<file path="src/rtl/lsu_wb_stage.sv">
// lsu_wb_stage: RV32I memory/writeback stage.
// Accepts one instruction per valid/ready handshake. Non-memory ops write back
// one cycle later. Legal loads/stores go to data memory over a req/ack
// handshake, during which the stage stalls upstream. Illegal encodings,
// misaligned addresses and memory timeouts raise a one-cycle fault pulse.
module lsu_wb_stage #(
  parameter int REGIDX_WIDTH   = 5,
  parameter int TIMEOUT_CYCLES = 255
) (
  input  logic                    i_clk,
  input  logic                    i_rst_n,
  input  logic                    i_valid,
  output logic                    o_ready,
  input  logic                    i_is_load,
  input  logic                    i_is_store,
  input  logic [2:0]              i_funct3,
  input  logic [31:0]             i_addr,
  input  logic [31:0]             i_store_data,
  input  logic [31:0]             i_alu_result,
  input  logic [REGIDX_WIDTH-1:0] i_rd_addr,
  input  logic                    i_rd_wen,
  output logic                    o_dmem_req,
  output logic                    o_dmem_we,
  output logic [31:0]             o_dmem_addr,
  output logic [31:0]             o_dmem_wdata,
  output logic [3:0]              o_dmem_bmask,
  input  logic                    i_dmem_ack,
  input  logic [31:0]             i_dmem_rdata,
  output logic [REGIDX_WIDTH-1:0] o_rd_addr,
  output logic                    o_rd_wen,
  output logic [31:0]             o_rd_data,
  output logic                    o_fault,
  output logic [1:0]              o_fault_cause
);

  typedef enum logic {
    ST_IDLE = 1'b0,
    ST_BUSY = 1'b1
  } state_t;

  // Counter value seen in the last BUSY cycle that may still accept an ack.
  localparam logic [7:0] CNT_LAST      = 8'(TIMEOUT_CYCLES - 1);
  localparam logic [1:0] CAUSE_MISALGN = 2'b01;
  localparam logic [1:0] CAUSE_ILLEGAL = 2'b10;
  localparam logic [1:0] CAUSE_TIMEOUT = 2'b11;

  // FSM and access-tracking state
  state_t                  state_reg, state_next;
  logic [7:0]              cnt_reg, cnt_next;
  logic                    ld_reg, ld_next;
  logic [2:0]              f3_reg, f3_next;
  logic [1:0]              off_reg, off_next;
  logic [REGIDX_WIDTH-1:0] pend_rd_reg, pend_rd_next;
  logic                    pend_wen_reg, pend_wen_next;

  // Registered outputs
  logic                    req_reg, req_next;
  logic                    we_reg, we_next;
  logic [31:0]             addr_reg, addr_next;
  logic [31:0]             wdata_reg, wdata_next;
  logic [3:0]              bmask_reg, bmask_next;
  logic [REGIDX_WIDTH-1:0] rd_addr_reg, rd_addr_next;
  logic                    rd_wen_reg, rd_wen_next;
  logic [31:0]             rd_data_reg, rd_data_next;
  logic                    fault_reg, fault_next;
  logic [1:0]              cause_reg, cause_next;

  // Decode helpers
  logic        accept;
  logic        is_mem;
  logic        illegal;
  logic        misaligned;
  logic [31:0] st_wdata;
  logic [3:0]  st_bmask;
  logic [3:0]  sb_bmask;
  logic [7:0]  rdata_lane [4];
  logic [7:0]  ld_byte;
  logic [15:0] ld_half;
  logic [31:0] ld_value;

  assign o_ready = (state_reg == ST_IDLE) & i_rst_n;
  assign accept  = i_valid & o_ready;

  // Per-lane views: read-data byte lanes and one-hot byte-store enables.
  genvar gi;
  generate
    for (gi = 0; gi < 4; gi++) begin : g_lane
      assign rdata_lane[gi] = i_dmem_rdata[8*gi +: 8];
      assign sb_bmask[gi]   = (i_addr[1:0] == 2'(gi));
    end
  endgenerate

  // Legality checks and store lane formatting for the incoming instruction.
  always_comb begin
    is_mem  = i_is_load | i_is_store;
    illegal = 1'b0;
    if (i_is_load && i_is_store) begin
      illegal = 1'b1;
    end else if (i_is_load) begin
      illegal = (i_funct3 == 3'b011) || (i_funct3 == 3'b110) || (i_funct3 == 3'b111);
    end else if (i_is_store) begin
      illegal = !((i_funct3 == 3'b000) || (i_funct3 == 3'b001) || (i_funct3 == 3'b010));
    end
    misaligned = ((i_funct3[1:0] == 2'b01) && i_addr[0]) ||
                 ((i_funct3[1:0] == 2'b10) && (i_addr[1:0] != 2'b00));
    case (i_funct3[1:0])
      2'b00: begin
        st_wdata = {4{i_store_data[7:0]}};
        st_bmask = sb_bmask;
      end
      2'b01: begin
        st_wdata = {2{i_store_data[15:0]}};
        st_bmask = i_addr[1] ? 4'b1100 : 4'b0011;
      end
      default: begin
        st_wdata = i_store_data;
        st_bmask = 4'b1111;
      end
    endcase
  end

  // Select and extend the load lane using the offset captured at accept.
  always_comb begin
    ld_byte = rdata_lane[off_reg];
    ld_half = off_reg[1] ? i_dmem_rdata[31:16] : i_dmem_rdata[15:0];
    case (f3_reg)
      3'b000:  ld_value = {{24{ld_byte[7]}}, ld_byte};
      3'b001:  ld_value = {{16{ld_half[15]}}, ld_half};
      3'b100:  ld_value = {24'd0, ld_byte};
      3'b101:  ld_value = {16'd0, ld_half};
      default: ld_value = i_dmem_rdata;
    endcase
  end

  // Next-state and next-output logic for the IDLE/BUSY controller.
  always_comb begin
    state_next    = state_reg;
    cnt_next      = cnt_reg;
    ld_next       = ld_reg;
    f3_next       = f3_reg;
    off_next      = off_reg;
    pend_rd_next  = pend_rd_reg;
    pend_wen_next = pend_wen_reg;
    req_next      = req_reg;
    we_next       = we_reg;
    addr_next     = addr_reg;
    wdata_next    = wdata_reg;
    bmask_next    = bmask_reg;
    rd_addr_next  = rd_addr_reg;
    rd_data_next  = rd_data_reg;
    rd_wen_next   = 1'b0;
    fault_next    = 1'b0;
    cause_next    = cause_reg;

    case (state_reg)
      ST_IDLE: begin
        if (accept) begin
          if (!is_mem) begin
            if (i_rd_wen && (i_rd_addr != '0)) begin
              rd_wen_next  = 1'b1;
              rd_addr_next = i_rd_addr;
              rd_data_next = i_alu_result;
            end
          end else if (illegal) begin
            fault_next = 1'b1;
            cause_next = CAUSE_ILLEGAL;
          end else if (misaligned) begin
            fault_next = 1'b1;
            cause_next = CAUSE_MISALGN;
          end else begin
            state_next    = ST_BUSY;
            cnt_next      = 8'd0;
            req_next      = 1'b1;
            we_next       = i_is_store;
            addr_next     = {i_addr[31:2], 2'b00};
            wdata_next    = st_wdata;
            bmask_next    = i_is_store ? st_bmask : 4'b0000;
            ld_next       = i_is_load;
            f3_next       = i_funct3;
            off_next      = i_addr[1:0];
            pend_rd_next  = i_rd_addr;
            pend_wen_next = i_rd_wen;
          end
        end
      end
      ST_BUSY: begin
        cnt_next = cnt_reg + 8'd1;
        if (i_dmem_ack) begin
          // Ack wins even when it lands on the expiry cycle.
          state_next = ST_IDLE;
          req_next   = 1'b0;
          if (ld_reg && pend_wen_reg && (pend_rd_reg != '0)) begin
            rd_wen_next  = 1'b1;
            rd_addr_next = pend_rd_reg;
            rd_data_next = ld_value;
          end
        end else if (cnt_reg == CNT_LAST) begin
          state_next = ST_IDLE;
          req_next   = 1'b0;
          fault_next = 1'b1;
          cause_next = CAUSE_TIMEOUT;
        end
      end
      default: begin
        state_next = ST_IDLE;
        req_next   = 1'b0;
      end
    endcase
  end

  // State and output registers; reset abandons any outstanding access.
  always_ff @(posedge i_clk or negedge i_rst_n) begin
    if (!i_rst_n) begin
      state_reg    <= ST_IDLE;
      cnt_reg      <= 8'd0;
      ld_reg       <= 1'b0;
      f3_reg       <= 3'd0;
      off_reg      <= 2'd0;
      pend_rd_reg  <= '0;
      pend_wen_reg <= 1'b0;
      req_reg      <= 1'b0;
      we_reg       <= 1'b0;
      addr_reg     <= 32'd0;
      wdata_reg    <= 32'd0;
      bmask_reg    <= 4'd0;
      rd_addr_reg  <= '0;
      rd_wen_reg   <= 1'b0;
      rd_data_reg  <= 32'd0;
      fault_reg    <= 1'b0;
      cause_reg    <= 2'd0;
    end else begin
      state_reg    <= state_next;
      cnt_reg      <= cnt_next;
      ld_reg       <= ld_next;
      f3_reg       <= f3_next;
      off_reg      <= off_next;
      pend_rd_reg  <= pend_rd_next;
      pend_wen_reg <= pend_wen_next;
      req_reg      <= req_next;
      we_reg       <= we_next;
      addr_reg     <= addr_next;
      wdata_reg    <= wdata_next;
      bmask_reg    <= bmask_next;
      rd_addr_reg  <= rd_addr_next;
      rd_wen_reg   <= rd_wen_next;
      rd_data_reg  <= rd_data_next;
      fault_reg    <= fault_next;
      cause_reg    <= cause_next;
    end
  end

  assign o_dmem_req    = req_reg;
  assign o_dmem_we     = we_reg;
  assign o_dmem_addr   = addr_reg;
  assign o_dmem_wdata  = wdata_reg;
  assign o_dmem_bmask  = bmask_reg;
  assign o_rd_addr     = rd_addr_reg;
  assign o_rd_wen      = rd_wen_reg;
  assign o_rd_data     = rd_data_reg;
  assign o_fault       = fault_reg;
  assign o_fault_cause = cause_reg;

endmodule
</file>
<file path="config.mk">
export PLATFORM = sky130hd
export DESIGN_NAME = lsu_wb_stage
export DESIGN_NICKNAME = d
export VERILOG_FILES = /design/src/rtl/lsu_wb_stage.sv
export SDC_FILE = /design/constraint.sdc
export NUM_CORES = 1
export LEC_CHECK = 0
export ABC_AREA = 1
export BUFFER_PORTS_ARGS = -buffer_cell sky130_fd_sc_hd__clkbuf_2
export CORE_MARGIN = 5
export CORE_UTILIZATION = 50
export DETAILED_ROUTE_END_ITERATION = 10
export PLACE_DENSITY = 0.83
export SYNTH_ARGS = -nofsm -noshare
export SYNTH_HDL_FRONTEND = slang
export SYNTH_SLANG_ARGS = --single-unit
</file>
<file path="constraint.sdc">
create_clock -name i_clk -period 1.8 [get_ports i_clk]
set_input_delay 0.36 -clock i_clk [delete_from_list [all_inputs] [get_ports i_clk]]
set_output_delay 0.36 -clock i_clk [all_outputs]
set_load 0.005 [all_outputs]
</file>
==> metrics.txt <==
largest net degree at the start of global routing 85; drt via density 5.10; vias in the first global route between 6k and 7k; Clk pwr share 32.5%; run status finished clean; Net Sw Frac 32.9%; crit path kind flip-flop to output port; placer congestion estimate approximately 0.95; Max FO, Critical Path 28; Peak VDD IR 811 µV; Final Core Density 66.9%; RSZ-0062 raised after global routing no; Fmax around 590 MHz; Power, Total ~11 mW; worst-margin pin slew roughly 630 ps; Reg power frac about two fifths; Num CTS Buffers 17; post-synth top area cell dfrtp_1; R2R Setup Slk approximately 190 ps; max_cap viols 0; Final Instance Count excl. Fillers around 1.4k; initial core utilization about half; Post-route DRC 0; Final Worst Setup Slack about 120 ps; Site Rows 42; # nets final ~1.3k; WP data required ~1400 ps; IO buf count roughly 250; setup total negative slack 0 ps; synth-to-layout area growth 30.8%; FF-to-FF Start off_reg[1]; routed wire length roughly 21000 µm; Core ar. 13300 µm²; slew margin rel. between 50% and 60%; Setup crit end kind output port; Seq/Total Area, Yosys between 40% and 50%; Yosys cell types 30; Clock Latency Late Sink 410 ps; gr ovfl total 0; Comb power frac around 28%; Hold Fails Final Rpt 0; clock sink total 130; Max Root-Sink Buffers 2; 1st-iter DRT viols approximately 480; Final Slew Violations 0; CTS tree built; syn avg cell area between 7 and 8 µm²; crit path launch type flip-flop; fin crit period about 1700 ps; clock root buffer clkbuf_16; clk slew on worst S/H paths 60 ps; RR Endpoint o_rd_data[23]; via count 7103; Setup Skew between 5 and 6 ps; Sw Pwr ~3.6 mW; top post-synthesis cells by area dfrtp_1, nand2_1, a21oi_1, nand3_1, nor2_1; H-Tree Level Count 4; antenna viol nets, final 0; Hold Path Class input pin to async pin; Final Cycle Share around 93%; first-pass detailed-route iteration total 5; synth warn 0; Synth top area share between 40% and 50%; Placed Cells between 1k and 1.5k; mapped cell area 6800 µm²; Die W roughly 130 µm; n_diodes 0; # IOs roughly 260; internal cell power 7.33 mW; Avg WL per Cell about 15 µm; LEAKAGE ~5.1 nW; R2R cell count 8; WP data arrival 1320 ps; initial antenna violation count 0; final-layout fill cell count 1164; global-route wire length before repair between 30000 and 40000 µm; post-synthesis instance total 960; final setup vio count 0; PD cells ~1200 nW/µm²; die area around 16000 µm²; Synth Register Bits 130; DP Wirelength ~16000 µm; pre-CTS setup slack between 70 and 80 ps; total global-route track usage about 26%; layout cells sized above 1 roughly 28%; die height between 100 and 150 µm
## layout make-up
cell class | instances | area, µm² | share of cell area (%)
Sequential cell | 130 | 3250 | 36.6
Multi-Input combinational cell | 742 | 3160 | 35.6
Timing Repair Buffer | 276 | 1500 | 16.8
Clock buffer | 20 | 457 | 5.14
Tap cell | 176 | 220 | 2.48
Clock inverter | 12 | 154 | 1.73
Inverter | 37 | 144 | 1.62
## Yosys cell counts (all sizes together)
cell type and n:
o21ai 38, or2 11, a21oi 69, clkbuf 24, nor3 3, clkinv 3
nand3 57, nand3b 2, ha 2, nor2 61, conb 1, dfrtp 130
o211ai 8, nand2 485, nand4 4, inv 34, buf 28
## cell families after synthesis
| logic type | after synthesis | synth area share (%) |
|---|---|---|
| simple gates | 623 | 37.1 |
| flops | 130 | 47.9 |
| compound gates | 115 | 8.83 |
| buf+inv | 89 | 5.78 |
| fa+ha+maj | 2 | 0.368 |
| other cells | 1 | 0.0552 |
## layer usage
layer | GRT usage (%) | up-vias | routed length [µm]
met5 | 0 | - | 0
met4 | 8.08 | 0 | 432
met3 | 7.69 | 35 | 1910
met2 | 44.4 | 326 | 10500
met1 | 31.5 | 3236 | 8280
li1 | - | 3506 | -
## repair_timing
| item | 4_1_cts | 5_1_grt |
|---|---|---|
| endpoints found under the setup margin | 0 | 3 |
| resized for setup | 0 | 2 |
| endpoints found under the hold margin | 0 | 0 |
| buffers inserted | 0 | 0 |
| hold buffers | 0 | 0 |
## worst max path at each step
stage                               from                to  slack [ps]
after CTS                      state_reg           o_ready          90
after global routing      pend_rd_reg[4]      o_rd_data[4]          20
after detailed placement       i_is_load     o_rd_data[24]          80
after global placement        i_is_store     o_rd_data[16]         140
after floorplan                state_reg  o_dmem_wdata[22]         300
final                          state_reg           o_ready         120
## worst max-delay path, cell delays in order, from the launching register on
cell and delay (ps):
dfrtp_1 400, buf_4 310, nor2_1 90, clkbuf_2 110
## power groups by stage
stage	registers, mW	clock network, mW	logic [mW]
floorplan	4.34	0	1.56
global placement	4.38	0	2.92
detailed placement	4.37	0	3.02
CTS	4.36	3.61	3.03
global route	4.48	3.74	3.42
finish	4.37	3.56	3.00
## stage by stage
step / instance area (µm²) / hold slack (ps)
detailed placement: 8270 / 466
global route: 8890 / 45.9
CTS: 8880 / 39.7
global placement: 8270 / 461
finish: 8890 / 29.2
floorplan: 6800 / 64.4
## cells in the final DEF, fill, tap and decap left out, types with 4 or more instances in the layout
master      instances
dfrtp_1           130
inv_1              30
o21ai_0            26
or2_2              11
nor2_1             57
buf_12              4
nand2_1           484
o211ai_1            7
clkinvlp_4          4
buf_4              20
inv_2               4
a21oi_1            69
clkbuf_16          17
clkinv_2            4
o21ai_1            12
clkbuf_2          251
nand3_1            54
Note: power is estimated with default switching activity, not from simulation.
